--- config.mk ---
export PLATFORM = sky130hd
export DESIGN_NAME = mem_port_arbiter_flat
export DESIGN_NICKNAME = d
export VERILOG_FILES = /design/src/rtl/mem_port_arbiter_pkg.sv /design/src/rtl/mem_port_arbiter_if.sv /design/src/rtl/mem_port_arbiter.sv /design/src/flat_wrapper.sv
export SDC_FILE = /design/constraint.sdc
export NUM_CORES = 1
export LEC_CHECK = 0
export ABC_CLOCK_PERIOD_IN_PS = 3380
export CORE_ASPECT_RATIO = 1.5
export CORE_MARGIN = 2
export CORE_UTILIZATION = 34
export DETAILED_ROUTE_END_ITERATION = 6
export GPL_ROUTABILITY_DRIVEN = 0
export GPL_TIMING_DRIVEN = 0
export PLACE_DENSITY = 0.79
export SYNTH_ARGS = -nofsm -noshare
export SYNTH_HDL_FRONTEND = slang
export SYNTH_SLANG_ARGS = --single-unit
--- constraint.sdc ---
create_clock -name clk -period 3.38 [get_ports clk]
set_input_delay 0.676 -clock clk [delete_from_list [all_inputs] [get_ports clk]]
set_output_delay 0.676 -clock clk [all_outputs]
set_load 0.005 [all_outputs]
--- src/rtl/mem_port_arbiter_pkg.sv ---
// ---------------------------------------------------------------------------
// mem_arb_pkg
// Shared types and defaults for the unified-memory port arbiter.
//   state_t    : arbiter FSM states
//   gnt_t      : grant-select encoding (which port wins the memory)
//   *_DEF      : default widths and starvation limit
//   CNT_W      : width of the starvation counter (holds up to 15)
// ---------------------------------------------------------------------------
package mem_arb_pkg;

   localparam int ADDR_W_DEF     = 32;
   localparam int DATA_W_DEF     = 32;
   localparam int STARVE_MAX_DEF = 4;
   localparam int CNT_W          = 4;

   typedef enum logic [1:0] {
      IDLE    = 2'd0,
      BUSY_IF = 2'd1,
      BUSY_DM = 2'd2
   } state_t;

   typedef enum logic {
      GNT_IF = 1'b0,
      GNT_DM = 1'b1
   } gnt_t;

endpackage

--- src/rtl/mem_port_arbiter_if.sv ---
// ---------------------------------------------------------------------------
// mem_port_arbiter_if
// Bundles the fetch port, data port, memory command bus and the pipeline
// stall output of the arbiter.
//   modport slave  : the arbiter's view (requests/ack in, command/ready out)
//   modport master : the surrounding pipeline + memory view
// ---------------------------------------------------------------------------
interface mem_port_arbiter_if #(
   parameter int ADDR_W = 32,
   parameter int DATA_W = 32
);
   // fetch port
   logic              if_req;
   logic [ADDR_W-1:0] if_addr;
   logic [DATA_W-1:0] if_rdata;
   logic              if_ready;
   // data port
   logic              dm_req;
   logic              dm_we;
   logic [ADDR_W-1:0] dm_addr;
   logic [DATA_W-1:0] dm_wdata;
   logic [DATA_W-1:0] dm_rdata;
   logic              dm_ready;
   // memory side
   logic              mem_en;
   logic              mem_we;
   logic [ADDR_W-1:0] mem_addr;
   logic [DATA_W-1:0] mem_wdata;
   logic [DATA_W-1:0] mem_rdata;
   logic              mem_ack;
   // pipeline
   logic              pipe_stall;

   modport slave (
      input  if_req, if_addr, dm_req, dm_we, dm_addr, dm_wdata,
             mem_rdata, mem_ack,
      output if_rdata, if_ready, dm_rdata, dm_ready,
             mem_en, mem_we, mem_addr, mem_wdata, pipe_stall
   );

   modport master (
      output if_req, if_addr, dm_req, dm_we, dm_addr, dm_wdata,
             mem_rdata, mem_ack,
      input  if_rdata, if_ready, dm_rdata, dm_ready,
             mem_en, mem_we, mem_addr, mem_wdata, pipe_stall
   );

endinterface

--- src/rtl/mem_port_arbiter.sv ---
// ---------------------------------------------------------------------------
// mem_port_arbiter
// Shares one single-ported memory between the IF (fetch) and MEM (data)
// stages. Data has priority; a starvation counter forces a fetch grant after
// STARVE_MAX consecutive data grants made while a fetch is waiting.
// Ports:
//   clk    : rising-edge clock
//   reset  : synchronous, active-high
//   bus    : mem_port_arbiter_if.slave
//            if_*  fetch request / rdata / ready pulse
//            dm_*  data request / rdata / ready pulse
//            mem_* memory command (held until mem_ack) and response
//            pipe_stall, combinational, high while any request is unserved
// All outputs except pipe_stall are registered.
// ---------------------------------------------------------------------------
module mem_port_arbiter
   import mem_arb_pkg::*;
#(
   parameter int ADDR_W     = ADDR_W_DEF,
   parameter int DATA_W     = DATA_W_DEF,
   parameter int STARVE_MAX = STARVE_MAX_DEF
) (
   input  logic              clk,
   input  logic              reset,
   mem_port_arbiter_if.slave bus
);

   localparam logic [CNT_W-1:0] CNT_LIMIT = CNT_W'(STARVE_MAX);
   localparam logic [CNT_W-1:0] CNT_SAT   = '1;

   state_t             r_state;
   logic [CNT_W-1:0]   r_starve_cnt;
   logic               r_mem_en;
   logic               r_mem_we;
   logic [ADDR_W-1:0]  r_mem_addr;
   logic [DATA_W-1:0]  r_mem_wdata;
   logic [DATA_W-1:0]  r_if_rdata;
   logic [DATA_W-1:0]  r_dm_rdata;
   logic               r_if_ready;
   logic               r_dm_ready;

   logic               w_if_elig;
   logic               w_dm_elig;
   logic               w_grant;
   gnt_t               w_gnt_sel;

   // A port whose ready is pulsing this cycle is still showing its old
   // request, so it must not be granted again on this edge.
   // NOTE: always_comb assigns every output a default first; a path that
   // leaves one unassigned would infer a latch.
   always_comb begin
      w_if_elig = bus.if_req & ~r_if_ready;
      w_dm_elig = bus.dm_req & ~r_dm_ready;
      w_grant   = 1'b0;
      w_gnt_sel = GNT_IF;
      if (w_dm_elig && (!w_if_elig || (r_starve_cnt < CNT_LIMIT))) begin
         w_grant   = 1'b1;
         w_gnt_sel = GNT_DM;
      end else if (w_if_elig) begin
         w_grant   = 1'b1;
         w_gnt_sel = GNT_IF;
      end
   end

   // NOTE: state and output registers use non-blocking assignments so every
   // register samples the pre-edge values regardless of statement order.
   always_ff @(posedge clk) begin
      if (reset) begin
         r_state      <= IDLE;
         r_starve_cnt <= '0;
         r_mem_en     <= 1'b0;
         r_mem_we     <= 1'b0;
         r_mem_addr   <= '0;
         r_mem_wdata  <= '0;
         r_if_rdata   <= '0;
         r_dm_rdata   <= '0;
         r_if_ready   <= 1'b0;
         r_dm_ready   <= 1'b0;
      end else begin
         // ready is a single-cycle pulse
         r_if_ready <= 1'b0;
         r_dm_ready <= 1'b0;

         case (r_state)
            IDLE: begin
               // mem_ack is ignored here: no command is outstanding
               if (w_grant) begin
                  r_mem_en <= 1'b1;
                  if (w_gnt_sel == GNT_DM) begin
                     r_state     <= BUSY_DM;
                     r_mem_we    <= bus.dm_we;
                     r_mem_addr  <= bus.dm_addr;
                     r_mem_wdata <= bus.dm_wdata;
                     // counts only data grants that made a fetch wait
                     if (!bus.if_req)
                        r_starve_cnt <= '0;
                     else if (r_starve_cnt != CNT_SAT)
                        r_starve_cnt <= r_starve_cnt + 1'b1;
                  end else begin
                     r_state      <= BUSY_IF;
                     r_mem_we     <= 1'b0;
                     r_mem_addr   <= bus.if_addr;
                     r_mem_wdata  <= '0;
                     r_starve_cnt <= '0;
                  end
               end
            end

            BUSY_IF: begin
               if (bus.mem_ack) begin
                  r_if_rdata <= bus.mem_rdata;
                  r_if_ready <= 1'b1;
                  r_mem_en   <= 1'b0;
                  r_mem_we   <= 1'b0;
                  r_state    <= IDLE;
               end
            end

            BUSY_DM: begin
               if (bus.mem_ack) begin
                  // stores leave the load-data register untouched
                  if (!r_mem_we)
                     r_dm_rdata <= bus.mem_rdata;
                  r_dm_ready <= 1'b1;
                  r_mem_en   <= 1'b0;
                  r_mem_we   <= 1'b0;
                  r_state    <= IDLE;
               end
            end

            default: begin
               r_state  <= IDLE;
               r_mem_en <= 1'b0;
               r_mem_we <= 1'b0;
            end
         endcase
      end
   end

   assign bus.mem_en     = r_mem_en;
   assign bus.mem_we     = r_mem_we;
   assign bus.mem_addr   = r_mem_addr;
   assign bus.mem_wdata  = r_mem_wdata;
   assign bus.if_rdata   = r_if_rdata;
   assign bus.if_ready   = r_if_ready;
   assign bus.dm_rdata   = r_dm_rdata;
   assign bus.dm_ready   = r_dm_ready;

   // stall releases in the ready cycle itself so the pipeline advances then
   assign bus.pipe_stall = (bus.if_req & ~r_if_ready) | (bus.dm_req & ~r_dm_ready);

endmodule

--- src/flat_wrapper.sv ---
// flat-port wrapper written by rule: the top's interface ports become plain ports
module mem_port_arbiter_flat import mem_arb_pkg::*;
#(
   parameter int ADDR_W     = ADDR_W_DEF,
   parameter int DATA_W     = DATA_W_DEF,
   parameter int STARVE_MAX = STARVE_MAX_DEF
)
  (clk, reset, bus_if_req, bus_if_addr, bus_dm_req, bus_dm_we, bus_dm_addr, bus_dm_wdata, bus_mem_rdata, bus_mem_ack, bus_if_rdata, bus_if_ready, bus_dm_rdata, bus_dm_ready, bus_mem_en, bus_mem_we, bus_mem_addr, bus_mem_wdata, bus_pipe_stall);
  mem_port_arbiter_if #(.ADDR_W(ADDR_W), .DATA_W(DATA_W)) bus_i ();
  input  logic clk;
  input  logic reset;
  input wire logic [$bits(bus_i.if_req)-1:0] bus_if_req;
  input wire logic [$bits(bus_i.if_addr)-1:0] bus_if_addr;
  input wire logic [$bits(bus_i.dm_req)-1:0] bus_dm_req;
  input wire logic [$bits(bus_i.dm_we)-1:0] bus_dm_we;
  input wire logic [$bits(bus_i.dm_addr)-1:0] bus_dm_addr;
  input wire logic [$bits(bus_i.dm_wdata)-1:0] bus_dm_wdata;
  input wire logic [$bits(bus_i.mem_rdata)-1:0] bus_mem_rdata;
  input wire logic [$bits(bus_i.mem_ack)-1:0] bus_mem_ack;
  output wire logic [$bits(bus_i.if_rdata)-1:0] bus_if_rdata;
  output wire logic [$bits(bus_i.if_ready)-1:0] bus_if_ready;
  output wire logic [$bits(bus_i.dm_rdata)-1:0] bus_dm_rdata;
  output wire logic [$bits(bus_i.dm_ready)-1:0] bus_dm_ready;
  output wire logic [$bits(bus_i.mem_en)-1:0] bus_mem_en;
  output wire logic [$bits(bus_i.mem_we)-1:0] bus_mem_we;
  output wire logic [$bits(bus_i.mem_addr)-1:0] bus_mem_addr;
  output wire logic [$bits(bus_i.mem_wdata)-1:0] bus_mem_wdata;
  output wire logic [$bits(bus_i.pipe_stall)-1:0] bus_pipe_stall;
  assign bus_i.if_req = bus_if_req;
  assign bus_i.if_addr = bus_if_addr;
  assign bus_i.dm_req = bus_dm_req;
  assign bus_i.dm_we = bus_dm_we;
  assign bus_i.dm_addr = bus_dm_addr;
  assign bus_i.dm_wdata = bus_dm_wdata;
  assign bus_i.mem_rdata = bus_mem_rdata;
  assign bus_i.mem_ack = bus_mem_ack;
  assign bus_if_rdata = bus_i.if_rdata;
  assign bus_if_ready = bus_i.if_ready;
  assign bus_dm_rdata = bus_i.dm_rdata;
  assign bus_dm_ready = bus_i.dm_ready;
  assign bus_mem_en = bus_i.mem_en;
  assign bus_mem_we = bus_i.mem_we;
  assign bus_mem_addr = bus_i.mem_addr;
  assign bus_mem_wdata = bus_i.mem_wdata;
  assign bus_pipe_stall = bus_i.pipe_stall;
  mem_port_arbiter #(.ADDR_W(ADDR_W), .DATA_W(DATA_W), .STARVE_MAX(STARVE_MAX)) u_core (.clk(clk), .reset(reset), .bus(bus_i));
endmodule
==> key figures <==
Outcome
  • Outcome: complete, no violations

CTS
  • Post-CTS Hold Buffers: 0
  • CTS tree: yes
  • CTS Buffer Depth: 2
  • CTS resizes: 0
  • TritonCTS buffer count: 17
  • Clock slew at reported path FFs: 0.06 ns
  • # clock sinks: approximately 140
  • Clock tree root buffer cell: clkbuf_16
  • H-tree lvl count: 4
  • Worst-Skew Late Latency: about 0.41 ns
  • Setup bufs post-CTS: 0

Detailed routing
  • Remaining DRCs: 0
  • Via density per instance: approximately 4.8
  • Final WL: 16500 um
  • Detail Route Antenna Nets: 0
  • Pre-antenna DRT Iters: 4
  • Vias: ~5200
  • WL per Instance: between 15 and 20 um
  • Initial DRC count: 180

Timing
  • Post-route clock period utilization: 80.5%
  • Final Hold Vio Count: 0
  • Worst-Margin Slew: 0.571 ns
  • Clk_skew: between 0.01 and 0.015 ns
  • Tmin final: 2.72 ns
  • RSZ-0062 raised after global routing: false
  • Rel. slew slack: 61.9%
  • Pins Over Slew Limit: 0
  • Peak Freq: 368 MHz
  • WHS: 0.451 ns
  • Setup TNS: 0 ns
  • Final setup viols: 0

Final layout
  • Layout filler cell count: 1290
  • Fraction of layout cells with a size suffix above 1: 6.16%
  • Final nets: 1018
  • Antenna cells: 0
  • Area growth from synthesis to layout: 69.7%

Pwr
  • PwrDens: 522 nW/um^2
  • Sw Ratio: approximately a quarter
  • Sw Pwr: 1.17 mW
  • Int Power: around 3.3 mW
  • Share of power burned in the clock network: 42.6%
  • Sequential share of power: 40.4%
  • Max IR drop VDD: 295 uV
  • Comb pwr share: 17.0%
  • Pleak: a little over 3 nW

Critical path
  • Critical Path End Type: output pin
  • R2r setup slk: 1.39 ns
  • CP Class: in -> out
  • Worst-case reg-to-reg path depth: 6
  • Crit. Startpoint: bus_if_req
  • Crit-path max FO: 6
  • WP data arrival: roughly 2.0 ns
  • CP startpoint kind: input port
  • CP Data Required Time: 2.70 ns
  • Worst R2R Start: u_core.r_state[0]$_SDFFE_PP0P_
  • Reg2reg end: u_core.bus.mem_wdata[19]$_SDFFE_PP0P_

Global route
  • Vias in the first global route: 5207
  • Global-route wire length before repair: 26000 um
  • Gr usage total: a little over a fifth
  • Largest net degree at the start of global routing: 17
  • GRT Residual Overflow: 0
  • Initial antenna violation count: 0

Synthesis
  • Yosys warnings: 0
  • EDFF count, synth: 0
  • Synth Flop Type: dfxtp_1
  • Cell taking the most area after synthesis: dfxtp_1
  • Synth Instances: around 600
  • Netlist cell types: 37
  • Largest cells by area after synthesis: dfxtp_1 55%, nand2_1 15%, a21oi_1 6.8%
  • Yosys reg bits: 138
  • Yosys top cell area share: 54.8%
  • Commonest cells post-synth: 199 x nand2_1, 138 x dfxtp_1, 69 x a21oi_1, 37 x o21ai_0, 33 x a31oi_1
  • Top-count cell post-synth: nand2_1
  • Syn Nets: 733
  • Ys async rst share: 0%
  • Sequential-to-total area share from yosys stat: 54.8%
  • Synth Cell Area: 5040 sq um
  • Avg Inst Size Synth: 8.48 sq um

Die
  • Die height: 153 um
  • Die area: 15800 sq um
  • # rows: 54
  • Core ar.: between 10000 and 15000 sq um
  • Initial Utilization: roughly a third
  • Die width: 103 um
  • # IOs: between 200 and 300

Flow run
  • Max cap viols: 0

Hold path
  • Hold Path End: u_core.bus.dm_rdata[14]$_SDFFE_PP0P_
  • Worst Hold Class: reg -> reg
  • Hold_sp: u_core.bus.dm_rdata[14]$_SDFFE_PP0P_
  • Hold Path Depth: 2

Placement
  • Port bufs: ~270
  • Dpl hpwl: between 10000 and 15000 um
## metrics by stage
stage / worst slack (ns) / power, mW / util, % / cell area [sq um] / std cells
2_1_floorplan: 1.63 / 2.11 / - / 5040 / 595
3_3_place_gp: 0.695 / 2.59 / 54.7 / 7950 / 1057
3_5_place_dp: 0.662 / 2.60 / 54.7 / 7950 / 1057
4_1_cts: 0.661 / 4.52 / 58.9 / 8560 / 1089
5_1_grt: 0.587 / 4.66 / 58.9 / 8560 / 1089
6_report: 0.661 / 4.46 / 58.9 / 8560 / 1089
## metal layers
layer	vias to the layer above	global-route usage [%]	wire length, um
met5	-	0	0
met4	0	8.65	525
met3	39	6.04	1120
met2	207	37.9	8700
met1	2378	21.8	6150
li1	2614	-	-
## final cells by class
| class | count | area, sq um | share of cell area [%] |
|---|---|---|---|
| sequential | 138 | 2760 | 32.3 |
| timing repair buffer | 266 | 2660 | 31.1 |
| multi-input combinational | 407 | 2060 | 24.1 |
| clock buffer | 17 | 425 | 4.97 |
| tap | 196 | 245 | 2.87 |
| buffer | 46 | 205 | 2.40 |
| clock inverter | 15 | 180 | 2.11 |
| inverter | 4 | 15.0 | 0.175 |
## worst max-delay path: stages
cell             delay (ns)
clkdlybuf4s50_1        0.60
nand2b_2               0.15
nand2_1                0.09
clkdlybuf4s50_1        0.53
## kinds of logic (layout without fill, tap and decap cells)
family	count (synthesis)	after routing	synth area share, %
flip-flops	138	138	54.8
adder cells (fa/ha/maj)	4	4	0.992
AND/OR/NAND/NOR	222	222	17.7
AO/OA/AOI/OAI	181	181	22.1
buffers and inverters	50	348	4.37
## flip-flops by register name (all words and copies together), names as in the netlist
name	count
u_core.bus.dm_rdata	32
u_core.bus.dm_ready	1
u_core.bus.if_rdata	32
u_core.bus.if_ready	1
u_core.bus.mem_addr	32
u_core.bus.mem_en	1
u_core.bus.mem_wdata	32
u_core.bus.mem_we	1
u_core.r_starve_cnt	4
u_core.r_state	2
## placed cells by master (no fill, tap or decap), types with 2 or more instances in the layout
| master | count |
|---|---|
| clkinv_4 | 2 |
| a22o_1 | 32 |
| bufinv_16 | 2 |
| buf_2 | 11 |
| a41oi_1 | 2 |
| clkdlybuf4s50_1 | 266 |
| inv_6 | 6 |
| clkbuf_1 | 26 |
| a31oi_1 | 33 |
| a21oi_1 | 69 |
| inv_1 | 4 |
| buf_4 | 3 |
| dfxtp_1 | 138 |
| nand3_1 | 2 |
| ha_1 | 4 |
| clkbuf_16 | 17 |
| nand4_1 | 3 |
| o21ai_0 | 37 |
| buf_1 | 5 |
| nor2_1 | 6 |
| nand2_1 | 199 |
| clkinvlp_4 | 3 |
## power by group through the flow
stage | clock network [mW] | registers, mW | logic [mW]
2_1_floorplan | 0 | 1.84 | 0.266
3_3_place_gp | 0 | 1.83 | 0.757
3_5_place_dp | 0 | 1.84 | 0.764
4_1_cts | 1.95 | 1.80 | 0.768
5_1_grt | 2.01 | 1.82 | 0.831
6_report | 1.90 | 1.80 | 0.758
## worst max path at each step
stage | endpoint
after detailed placement | bus_pipe_stall
after CTS | bus_pipe_stall
after global routing | bus_pipe_stall
after global placement | bus_pipe_stall
after floorplan | u_core.r_starve_cnt[0]$_SDFFE_PP0P_
final | bus_pipe_stall
(Power assumes the default switching activity.)
